File: src/rtl/stb16_pkg.sv
// Shared types and helpers for the 16-to-32-bit strobe unpacker.
package stb16_pkg;

    localparam int unsigned HALF_W = 16;
    localparam int unsigned WORD_W = 32;

    typedef logic [WORD_W-1:0] word32_t;
    typedef logic [HALF_W-1:0] half16_t;

    typedef enum logic {
        PH_IDLE = 1'b0,
        PH_HALF = 1'b1
    } phase_e;

    function automatic int unsigned clog2(input int unsigned n);
        int unsigned r;
        r = 0;
        for (int unsigned i = 0; i < 32; i++) begin
            if ((32'd1 << i) < n) r = i + 1;
        end
        return r;
    endfunction

endpackage

File: src/rtl/stb16_word32_unpacker_if.sv
// Downstream 32-bit word stream with valid/ready handshake.
interface stb16_word32_unpacker_if;
    import stb16_pkg::*;

    word32_t dout;
    logic    dout_valid;
    logic    dout_ready;

    modport master (output dout, output dout_valid, input dout_ready);
    modport slave  (input dout, input dout_valid, output dout_ready);

endinterface

File: src/rtl/myRAM_WxD_D.sv
// Simple dual-port storage: synchronous write, combinational read.
module myRAM_WxD_D #(
    parameter int unsigned DATA_WIDTH = 32,
    parameter int unsigned DATA_DEPTH = 2
) (
    input  logic                  xclk,
    input  logic                  we,
    input  logic [DATA_DEPTH-1:0] waddr,
    input  logic [DATA_WIDTH-1:0] wdata,
    input  logic [DATA_DEPTH-1:0] raddr,
    output logic [DATA_WIDTH-1:0] rdata_c
);

    localparam int unsigned ENTRIES = 1 << DATA_DEPTH;

    logic [DATA_WIDTH-1:0] mem [ENTRIES];

    always_ff @(posedge xclk) begin
        if (we) mem[waddr] <= wdata;
    end

    assign rdata_c = mem[raddr];

endmodule

File: src/rtl/stb16_word32_unpacker.sv
// Pairs strobed 16-bit halves into 32-bit words and buffers them behind a valid/ready output.
// Optional STB16_OVERFLOW_CNT_EN adds a saturating dropped-word counter output ovf_count.
module stb16_word32_unpacker
    import stb16_pkg::*;
#(
    parameter int unsigned DEPTH     = 4,
    parameter int unsigned LOW_FIRST = 1
) (
    input  logic                    mclk,
    input  logic                    rst,
    input  logic                    flush,
    input  logic [HALF_W-1:0]       din,
    input  logic                    din_stb,
    stb16_word32_unpacker_if.master out_if,
    output logic                    half_pending,
    output logic                    overflow,
    output logic [clog2(DEPTH):0]   level
`ifdef STB16_OVERFLOW_CNT_EN
    ,
    output logic [7:0]              ovf_count
`endif
);

    localparam int unsigned AW = clog2(DEPTH);
    localparam int unsigned LW = AW + 1;

    phase_e        ph_q;
    phase_e        ph_d;
    half16_t       half_q;
    logic [AW:0]   wptr_q;
    logic [AW:0]   rptr_q;
    word32_t       ram_rdata_c;
    word32_t       word_c;
    logic          pop;
    logic          word_done;
    logic          accept;
    logic          drop;
    logic          ram_empty;
    logic          ram_full;
    logic          load;
    logic          ram_we;
    logic          ram_re;

    assign pop       = out_if.dout_valid & out_if.dout_ready;
    assign word_done = din_stb & (ph_q == PH_HALF) & ~flush;
    assign ram_empty = (wptr_q == rptr_q);
    assign ram_full  = (wptr_q[AW] != rptr_q[AW]) && (wptr_q[AW-1:0] == rptr_q[AW-1:0]);
    assign accept    = word_done & ((level < LW'(DEPTH)) | pop);
    assign drop      = word_done & ~accept;
    assign load      = ~out_if.dout_valid | pop;
    assign ram_re    = load & ~ram_empty;
    // An empty RAM with a free output slot lets the completed word bypass storage.
    assign ram_we    = accept & ~(load & ram_empty) & ~ram_full;
    assign word_c    = (LOW_FIRST != 0) ? {din, half_q} : {half_q, din};
    assign half_pending = (ph_q == PH_HALF);

    // Half-word phase: next state
    always_comb begin
        ph_d = ph_q;
        if (flush) begin
            ph_d = PH_IDLE;
        end else if (din_stb) begin
            ph_d = (ph_q == PH_IDLE) ? PH_HALF : PH_IDLE;
        end
    end

    // Half-word phase: state register
    always_ff @(posedge mclk) begin
        if (rst) ph_q <= PH_IDLE;
        else     ph_q <= ph_d;
    end

    myRAM_WxD_D #(
        .DATA_WIDTH (WORD_W),
        .DATA_DEPTH (AW)
    ) u_ram (
        .xclk    (mclk),
        .we      (ram_we),
        .waddr   (wptr_q[AW-1:0]),
        .wdata   (word_c),
        .raddr   (rptr_q[AW-1:0]),
        .rdata_c (ram_rdata_c)
    );

    // Pointers, output register and occupancy
    always_ff @(posedge mclk) begin
        if (rst || flush) begin
            half_q            <= '0;
            wptr_q            <= '0;
            rptr_q            <= '0;
            out_if.dout       <= '0;
            out_if.dout_valid <= 1'b0;
            level             <= '0;
        end else begin
            if (din_stb && (ph_q == PH_IDLE)) half_q <= din;
            if (ram_we) wptr_q <= wptr_q + LW'(1);
            if (ram_re) rptr_q <= rptr_q + LW'(1);
            if (load) begin
                if (!ram_empty) begin
                    out_if.dout       <= ram_rdata_c;
                    out_if.dout_valid <= 1'b1;
                end else if (accept) begin
                    out_if.dout       <= word_c;
                    out_if.dout_valid <= 1'b1;
                end else begin
                    out_if.dout_valid <= 1'b0;
                end
            end
            level <= level + LW'(accept) - LW'(pop);
        end
    end

    // Sticky overflow survives flush
    always_ff @(posedge mclk) begin
        if (rst)       overflow <= 1'b0;
        else if (drop) overflow <= 1'b1;
    end

`ifdef STB16_OVERFLOW_CNT_EN
    always_ff @(posedge mclk) begin
        if (rst) begin
            ovf_count <= 8'd0;
        end else if (drop && (ovf_count != 8'hFF)) begin
            ovf_count <= ovf_count + 8'd1;
        end
    end
`endif

endmodule

File: src/flat_wrapper.sv
// flat-port wrapper written by rule: the top's interface ports become plain ports
module stb16_word32_unpacker_flat import stb16_pkg::*;
#(
    parameter int unsigned DEPTH     = 4,
    parameter int unsigned LOW_FIRST = 1
)
  (mclk, rst, flush, din, din_stb, half_pending, overflow, level, out_if_dout, out_if_dout_valid, out_if_dout_ready);
  stb16_word32_unpacker_if out_if_i ();
  input  logic mclk;
  input  logic rst;
  input  logic flush;
  input  logic [HALF_W-1:0] din;
  input  logic din_stb;
  output logic half_pending;
  output logic overflow;
  output logic [clog2(DEPTH):0] level;
  output wire logic [$bits(out_if_i.dout)-1:0] out_if_dout;
  output wire logic [$bits(out_if_i.dout_valid)-1:0] out_if_dout_valid;
  input wire logic [$bits(out_if_i.dout_ready)-1:0] out_if_dout_ready;
  assign out_if_dout = out_if_i.dout;
  assign out_if_dout_valid = out_if_i.dout_valid;
  assign out_if_i.dout_ready = out_if_dout_ready;
  stb16_word32_unpacker #(.DEPTH(DEPTH), .LOW_FIRST(LOW_FIRST)) u_core (.mclk(mclk), .rst(rst), .flush(flush), .din(din), .din_stb(din_stb), .out_if(out_if_i), .half_pending(half_pending), .overflow(overflow), .level(level));
endmodule
File: config.mk
export PLATFORM = sky130hd
export DESIGN_NAME = stb16_word32_unpacker_flat
export DESIGN_NICKNAME = d
export VERILOG_FILES = /design/src/rtl/stb16_pkg.sv /design/src/rtl/stb16_word32_unpacker_if.sv /design/src/rtl/myRAM_WxD_D.sv /design/src/rtl/stb16_word32_unpacker.sv /design/src/flat_wrapper.sv
export SDC_FILE = /design/constraint.sdc
export NUM_CORES = 1
export LEC_CHECK = 0
export CAP_MARGIN = 25
export CORE_MARGIN = 8
export CORE_UTILIZATION = 58
export DETAILED_ROUTE_END_ITERATION = 7
export PLACE_DENSITY = 0.79
export SLEW_MARGIN = 20
export SYNTH_ARGS = -nofsm -noshare
export SYNTH_HDL_FRONTEND = slang
export SYNTH_SLANG_ARGS = --single-unit
File: constraint.sdc
create_clock -name mclk -period 3 [get_ports mclk]
set_input_delay 0.6 -clock mclk [delete_from_list [all_inputs] [get_ports mclk]]
set_output_delay 0.6 -clock mclk [all_outputs]
set_load 0.02 [all_outputs]
# After elaboration in Yosys (flattened, before gate mapping)
# Memories as Yosys holds them, arrays and structs flattened. A register that Yosys moved wholly into a read port is not among the register bits.
# Cells that the tools add are included.
[totals]
mem_count = 1
in_bits = 21
wordCells = 50
ff_bits = 60
mem_bits_rw = 128
[memory_table]
columns = ["memory", "words", "word_bits", "rd", "rd_clocked_by_memory_dff", "wr", "line_no", "source"]
rows = [
  ["u_core.u_ram.mem", 4, 32, 1, 1, 1, "myRAM_WxD_D.sv:16", "logic [DATA_WIDTH-1:0] mem [ENTRIES];"],
]
[classes]
n_lt_le_gt_ge = 1
bitwise = 18
reduce_logical = 5
addsub = 4
n_eq_ne = 4
mux = 9
[ops]
columns = ["op", "n"]
rows = [
  ["$mux W32", 2],
  ["$and A1 B1 Y1", 9],
  ["$not A1 Y1", 7],
  ["$add A3 B1 Y3 const B", 2],
  ["$mux W1", 5],
  ["$mux W2", 2],
  ["$add A3 B1 Y3", 1],
  ["$eq A3 B3 Y1", 1],
  ["$lt A3 B3 Y1 const B", 1],
  ["$sub A3 B1 Y3", 1],
  ["$eq A2 B2 Y1", 1],
  ["$logic_and A1 B1 Y1", 2],
  ["$ne A2 B1 Y1 const B", 1],
  ["$or A1 B1 Y1", 2],
  ["$reduce_and A2 Y1", 1],
  ["$reduce_or A2 Y1", 1],
  ["$logic_or A1 B1 Y1", 1],
  ["$ne A1 B1 Y1", 1],
]

# Logic depth before layout (Yosys ltp)
# Gate-level depths: netlist of the first run.
[logic_depth]
depth_word = 8
depth_mapped = 9
depth_no_buf = 9

# Cells and area by module
# A second synthesis of the first run with hierarchy kept.
[unflattened]
cells_unflattened = 421
hier_area_um2 = 7297.0
[modules_own_cells]
columns = ["module", "n_inst", "area_each_um2", "cells_per_inst"]
rows = [
  ["myRAM_WxD_D", 1, 4689.5, 171],
  ["stb16_word32_unpacker", 1, 2607.5, 250],
]

# Least setup slack after synthesis of the first run
# OpenSTA, ideal clock, no wires.
[synth_path]
path_kind = "input -> register"
startpoint = "input port flush"
endpoint = "memory u_core.u_ram.mem[0][0], enable pin"
t_required_ns = 2.608
setup_slack_ns = 0.536
arrival_ns = 2.072
n_path_buf = 1
stages = 5
path_cell_list = "nand3b_1 > a21o_1 > inv_2 > buf_2 > and3_1"
[synth_via]
elab_chain_cells = 7
[synth_lines]
columns = ["element", "line_no", "source"]
rows = [
  ["from (decl)", "flat_wrapper.sv:11", "input logic flush;"],
  ["$not A1 Y1", "stb16_word32_unpacker.sv:45", "assign word_done = din_stb & (ph_q == PH_HALF) & ~flush;"],
  ["$and A1 B1 Y1", "stb16_word32_unpacker.sv:45", ""],
  ["$and A1 B1 Y1", "stb16_word32_unpacker.sv:48", "assign accept = word_done & ((level < LW'(DEPTH)) | pop);"],
  ["$and A1 B1 Y1 (2 in series)", "stb16_word32_unpacker.sv:53", "assign ram_we = accept & ~(load & ram_empty) & ~ram_full;"],
  ["$mux W1", "myRAM_WxD_D.sv:19", "if (we) mem[waddr] <= wdata;"],
  ["$mux W1 (not written as such)", "myRAM_WxD_D.sv:19", ""],
  ["to (decl)", "myRAM_WxD_D.sv:16", ""],
]
# No other way between the ends.

# Worst setup path in the final report of the first run
[layout_path]
startpoint = "input port flush"
endpoint = "register u_core.level[2]"
[layout_via]
elab_chain_cells = 5
elab_cells_between_ends = 6
classes_between = "2 x add/sub; 3 x bitwise; 1 x reduce/logical"
[layout_lines]
columns = ["element", "line_no", "source"]
rows = [
  ["$not A1 Y1", "stb16_word32_unpacker.sv:45", ""],
  ["$and A1 B1 Y1", "stb16_word32_unpacker.sv:45", ""],
  ["$and A1 B1 Y1", "stb16_word32_unpacker.sv:48", ""],
  ["$add A3 B1 Y3", "stb16_word32_unpacker.sv:109", "level <= level + LW'(accept) - LW'(pop);"],
  ["$sub A3 B1 Y3", "stb16_word32_unpacker.sv:109", ""],
  ["to (signal assigned)", "stb16_word32_unpacker.sv:109", ""],
  ["to (decl)", "stb16_word32_unpacker.sv:17", "output logic [clog2(DEPTH):0] level"],
]
# Parallel ways exist; a longest one is shown, timed or not.
# A chain may end at the register's enable or synchronous reset.

==> flow_metrics.tcl, run 1 <==
set metrics [dict create \
    power.density_nw_per_um2 563 \
    p_comb_share_pct 2.7 \
    final-hold-violation-count 0 \
    antenna_violations_before_repair 0 \
    drc_errors 0 \
    synth.lib_cells_used.distinct 40 \
    firstDrtPassIters 6 \
    timing_worst_slew_pin_value_ns 0.812 \
    pre_cts_ws_ns 0.315 \
    share_of_final_layout_standard_cells_stronger_than_drive_strength_1_pct 16.7 \
    fillerInstances 893 \
    routed-via-count 4638 \
    global_route.overflow_total 0 \
    hold_class "reg -> reg" \
    fin_tns_setup_ns 0 \
    worstPathRequired_ns 3.30 \
    layout.nets 592 \
    postCtsSetupRepairBufs 0 \
    syn-cell-area_um2 7830 \
    clk-insertion-delay-late_ns 0.43 \
    floorplan.rows 42 \
    viasPerCell 6.17 \
    clkSinkCount 190 \
    worst_slew_margin_rel_pct 45.9 \
    placement.cell_area_um2 8530 \
    status "completed" \
    setup_ws_ns 0.746 \
    max_cap_viol_count 0 \
    maxSlewViolCount 0 \
    avg_cell_area_syn_um2 15.4 \
    swShare_pct 20.6 \
    clockRootBuffer "clkbuf_16" \
    area_delta_synth_final_pct 16.2 \
    n_antenna_cell 0 \
    synth-seq-cells 190 \
    worstSetupPathType "in -> reg" \
    design.portCount 59 \
    grt_max_degree 47 \
    io_buffers 58 \
    routedWlPerCell_um 22.0 \
    finalInstanceArea_um2 9100 \
    initial_utilization_pct 59.1 \
    grt_setup_unrepaired "false" \
    number_of_global_route_vias_before_repair 4854 \
    finalSetupViolations 0 \
    sequential_cell_area_fraction_in_the_yosys_report_pct 64.9 \
    finClkSkew_ns 0.0111 \
    timing.final.crit_period_ns 2.25 \
    p_clk_share_pct 42.5 \
    cts_hold_buf 0 \
    placeableCoreArea_um2 13200 \
    tritoncts "yes" \
    synthTopCellsByArea "edfxtp_1, dfxtp_1, mux4_2" \
    critPathCaptureType "flop" \
    clockBufferDepth 2 \
    max-vdd-ir-drop_v 0.000422 \
    postSynthCellCount 507 \
    power_leakage_nw 2.89 \
    die_w_um 132 \
    post-route-util_pct 68.7 \
    critical_path.max_fanout 11 \
    cts-htree-levels 4 \
    syn_nets 536 \
    final_wirelength_um 16600 \
    share_seq_of_total_power_pct 54.8 \
    ctsResizeCount 0 \
    start_kind "primary input" \
    grt_pass1_wl_um 26400 \
    yosys_warning_total 0 \
    post-dp-hpwl_um 9960 \
    timing.critical_path.arrival_ns 2.55 \
    intPower_mw 4.07 \
    drtAntennaViolNets 0 \
    synthDominantCellAreaShare_pct 49.1 \
    cts_inserted_buffers 17 \
    power.switching_mw 1.05 \
    yosysTopAreaCell "edfxtp_1" \
    track_usage_pct 19.4 \
    globalplace.congestion 0.768 \
    period_share_pct 75.1 \
    drt_iter0_drc 478 \
    fp.dieH_um 132 \
    clk_pin_slew_ns 0.07 \
    die-area_um2 17500 \
    fmaxAchievable_ghz 0.444 \
]
==> path summary, 6_finish.rpt <==
kind | depth (start not counted) | start | slack (ns) | to
max reg2reg | 4 | flop | 0.97 | u_core.out_if.dout[5]
max | 9 | flush | 0.75 | u_core.level[2]
min reg2reg | 2 | u_core.wptr_q[2] | 0.52 | u_core.wptr_q[2]
min | 2 | u_core.wptr_q[2] | 0.52 | u_core.wptr_q[2]
==> kinds of logic after synthesis <==
logic type / Yosys count / share of synthesized area (%)
DFF: 190 / 64.9
and+or+nand+nor: 95 / 6.31
AOI/OAI and AO/OA: 94 / 9.04
muxes: 64 / 13.3
buffers and inverters: 46 / 3.95
xor gates and xnor gates: 10 / 1.12
adders and majority gates: 8 / 1.37
==> per-stage QoR <==
step | hold slack, ns | power [mW] | cells
final | 0.521 | 5.12 | 752
after global routing | 0.545 | 5.24 | 752
after detailed placement | 0.509 | 3.00 | 720
after CTS | 0.518 | 5.15 | 752
after global placement | 0.496 | 2.99 | 720
after floorplan | 0.475 | 2.92 | 507
==> area by class of cell <==
class,count,area (µm²),area share [%]
clock buffers,18,429,4.72
clock inverters,14,144,1.58
inverters,8,30.0,0.330
multi-input cells,271,2440,26.9
flip-flops and latches,190,5090,55.9
well taps,176,220,2.42
repair buffers,75,746,8.20
==> synth_stat cells <==
cell and number:
a211oi_1 1, a21o_1 1, a21oi_1 20, a31oi_1 33
and2_1 2, and3_1 3, and3_4 1, buf_12 4
buf_2 14, buf_6 6, clkbuf_1 13, dfxtp_1 62
dlymetal6s2s_1 1, edfxtp_1 128, fa_1 1, ha_1 7
inv_1 7, inv_2 1, mux2i_1 32, mux4_2 32
nand2_1 37, nand2b_1 35, nand3_1 3, nand3_2 1
nand3b_1 1, nand4_1 1, nor2_1 7, nor2b_1 2
nor3_2 1, o211ai_2 1, o21ai_0 2, o21ai_1 1
o21ba_2 1, o311ai_0 15, o311ai_1 11, o311ai_2 7
o31ai_1 1, or2_2 1, xnor2_1 5, xor2_1 5
==> cells in the final DEF, fill, tap and decap left out, drive strengths merged <==
cell type        n
clkinv           4
bufinv           2
o21ai            3
xnor2            5
buf             17
or2              1
clkdlybuf4s50   58
nand2b          35
and2             2
o311ai          33
nor2             7
o21ba            1
dfxtp           62
nor2b            2
mux4            32
a211oi           1
o211ai           1
nand2           37
ha               7
nor3             1
inv              9
xor2             5
a31oi           33
clkinvlp         7
nand3b           1
nand3            4
nand4            1
o31ai            1
edfxtp         128
and3             4
a21o             1
fa               1
a21oi           20
clkbuf          18
mux2i           32
==> state kept, by name (all words and copies together), names as in the netlist, named ones only <==
name and flops:
u_core.out_if.dout 32, u_core.wptr_q 3, u_core.half_q 16, u_core.out_if.dout_valid 1
u_core.u_ram.mem 128, u_core.level 3, u_core.half_pending 1, u_core.rptr_q 3
u_core.overflow 1
==> worst max-delay path, stage by stage <==
cell,delay [ns]
clkdlybuf4s50_1,0.52
nand3b_1,0.15
a21o_1,0.16
inv_2,0.13
ha_1,0.22
fa_1,0.37
xnor2_1,0.19
xnor2_1,0.14
nor2_1,0.06
==> power by group through the flow <==
stage	Combinational, mW	Sequential [mW]	Clock [mW]
after floorplan	0.0539	2.87	0
final	0.136	2.81	2.18
after global placement	0.131	2.86	0
after detailed placement	0.135	2.87	0
after global routing	0.146	2.81	2.29
after CTS	0.136	2.81	2.21
==> layer usage <==
metal,track usage [%],vias to the layer above,part of all wire (%)
met1,24.3,2307,41
met5,0,-,0
met4,7.57,0,1.9
met3,4.23,31,6.7
li1,-,2087,-
met2,32.3,213,51
Power figures use the tool's default switching activity.
==> run 2, diff against run 1 <==
--- a/config.mk
+++ b/config.mk
@@ -7,9 +7,9 @@
 export LEC_CHECK = 0
 export CAP_MARGIN = 25
 export CORE_MARGIN = 8
-export CORE_UTILIZATION = 58
+export CORE_UTILIZATION = 52
 export DETAILED_ROUTE_END_ITERATION = 7
-export PLACE_DENSITY = 0.79
+export PLACE_DENSITY = 0.75
 export SLEW_MARGIN = 20
 export SYNTH_ARGS = -nofsm -noshare
 export SYNTH_HDL_FRONTEND = slang
==> constraint.sdc (replaced) <==
create_clock -name mclk -period 2 [get_ports mclk]
set_input_delay 0.4 -clock mclk [delete_from_list [all_inputs] [get_ports mclk]]
set_output_delay 0.4 -clock mclk [all_outputs]
set_load 0.02 [all_outputs]
==> run 2 against run 1 <==
  * Largest cell class unchanged
  * Die area is 10% higher
  * Sequential share of layout area down 1.6 points
  * Setup slack worse by 0.67 ns
  * Worst hold slack improved by 0.0021 ns
  * Design area grew 2.9%
  * Global-route usage decreased by 1.1 points
  * First-iteration DRC count increased by 4.0%
==> flow_metrics.tcl, run 2 (synthesis gave the netlist of run 1 again) <==
set metrics [dict create \
    status "completed" \
    routed-via-count 4673 \
    critPathCaptureType "flop" \
    placement.cell_area_um2 8820 \
    placeableCoreArea_um2 15000 \
    worstReg2RegEnd "u_core.level[2]" \
    final_instance_count_without_filler_cells 783 \
    dp_cells 751 \
    final_wirelength_um 17100 \
    share_of_final_layout_standard_cells_stronger_than_drive_strength_1_pct 19.5 \
    holdWs_ns 0.523 \
    timing.critical_path.arrival_ns 2.06 \
    timing.final.crit_period_ns 1.93 \
    area_delta_synth_final_pct 19.6 \
    p_comb_share_pct 3.0 \
    share_seq_of_total_power_pct 55.6 \
    period_share_pct 96.4 \
    timing.hold.worst.start "u_core.half_q[0]" \
    power.switching_mw 1.54 \
    p_clk_share_pct 41.4 \
    drt_iter0_drc 497 \
    n_antenna_cell 0 \
    drtAntennaViolNets 0 \
    wl_met2_um 8430 \
    intPower_mw 6.03 \
    cts-htree-levels 4 \
    critical_path.max_fanout 16 \
    fmaxAchievable_ghz 0.519 \
    clk-insertion-delay-late_ns 0.42 \
    start_kind "primary input" \
    clockBufferDepth 2 \
    reg2reg_setup_slack_ns 0.18 \
    final-hold-violation-count 0 \
    route.met3.wl_um 1030 \
    route.top_layer_used "met4" \
    hold_class "reg -> reg" \
    finalInstanceArea_um2 9370 \
    cts_inserted_buffers 17 \
    drc_errors 0 \
    power.density_nw_per_um2 809 \
    floorplan.rows 45 \
    initial_utilization_pct 52.3 \
    mostFrequentLayoutCells "edfxtp_1, dfxtp_1, clkdlybuf4s50_1, nand2_1, nand2b_1" \
    io_buffers 58 \
    globalplace.congestion 0.773 \
    grt_max_degree 66 \
    cts_hold_buf 0 \
    finalSetupViolations 0 \
    hold-path-endpoint "u_core.half_q[0]" \
    fp.dieH_um 139 \
    max_cap_viol_count 0 \
    antenna_violations_before_repair 0 \
    global_route.overflow_total 0 \
    worstPathRequired_ns 2.13 \
    postCtsSetupRepairBufs 0 \
    largest_register_ffs 128 \
    track_usage_pct 18.3 \
    setup_ws_ns 0.0715 \
    grt_setup_unrepaired "false" \
    maxSlewViolCount 0 \
    design.portCount 59 \
    firstDrtPassIters 7 \
    leading_registers_by_flop_count "u_core.u_ram.mem (128), u_core.out_if.dout (32), u_core.half_q (16)" \
    min_delay_path_depth 2 \
    layout.nets 611 \
    post-dp-hpwl_um 10900 \
    worst_slew_margin_rel_pct 70.7 \
    worstSetupPathType "in -> reg" \
    rr_startpoint "u_core.out_if.dout_valid" \
    die-area_um2 19200 \
    clkSinkCount 190 \
    max-vdd-ir-drop_v 0.000591 \
    die_w_um 139 \
    tritoncts "yes" \
    pre_cts_ws_ns -0.374 \
    swShare_pct 20.4 \
    routedWlPerCell_um 21.8 \
    timing_worst_slew_pin_value_ns 0.439 \
    number_of_global_route_vias_before_repair 4921 \
    viasPerCell 5.97 \
    max_flop_register "u_core.u_ram.mem" \
    grt_pass1_wl_um 27500 \
    finClkSkew_ns 0.00551 \
    power_leakage_nw 3.03 \
    met1Wirelength_um 7210 \
    clockRootBuffer "clkbuf_16" \
    count_of_cells_along_the_worst_register_to_register_path 9 \
    ctsResizeCount 0 \
    clk_pin_slew_ns 0.06 \
    layout.cells.most_common "edfxtp_1" \
]
run 2: cell count changes in the layout (fill, tap and decap cells not counted), sizes merged:
cell      change
buf          +19
bufinv        -1
clkbuf        +3
clkinv        +2
clkinvlp      -5
inv           +1
run 2: worst max-delay path by stage:
stage                                   startpoint                endpoint  slack [ns]  cells after the start
after floorplan           u_core.out_if.dout_valid  u_core.u_ram.mem[2][0]        0.03                      5
after global placement           out_if_dout_ready         u_core.level[2]       -0.32                     10
after detailed placement         out_if_dout_ready         u_core.level[2]       -0.37                     10
after CTS                        out_if_dout_ready         u_core.level[2]        0.07                     10
after global routing             out_if_dout_ready         u_core.level[2]      0.0001                     10
final                            out_if_dout_ready  u_core.u_ram.mem[0][7]        0.07                      6
run 2: power groups by stage:
stage	clock network, mW	logic [mW]	registers, mW
after floorplan	0	0.0809	4.30
after global placement	0	0.220	4.30
after detailed placement	0	0.227	4.30
after CTS	3.17	0.229	4.21
after global routing	3.34	0.246	4.21
final	3.13	0.228	4.21
run 2: stage by stage:
stage / TNS (ns) / total power [mW] / utilization (%)
after floorplan: 0 / 4.38 / -
after global placement: -27.01 / 4.52 / 58.9
after CTS: 0 / 7.61 / 62.5
final: 0 / 7.57 / 62.5
after detailed placement: -38.04 / 4.53 / 58.9
after global routing: 0 / 7.80 / 62.5
run 2: cell type report:
cell class | count | area [µm²]
inverter | 8 | 30.0
multi-input combinational | 271 | 2450
clock buffer | 21 | 450
fill | 1083 | 5610
tap | 188 | 235
timing repair buffer | 94 | 1030
sequential | 190 | 5090
clock inverter | 11 | 91.3
run 2: layer usage:
metal  up-vias  track usage, %
li1       2124               -
met2       159            30.5
met5         -               0
met4         0            7.97
met3        29            4.65
met1      2361            22.2
run 2: worst max-delay path: stages:
cell             delay (ns)
clkdlybuf4s50_1        0.43
buf_4                  0.15
nand2b_1               0.17
o211ai_2               0.35
and3_2                 0.35
buf_12                 0.19
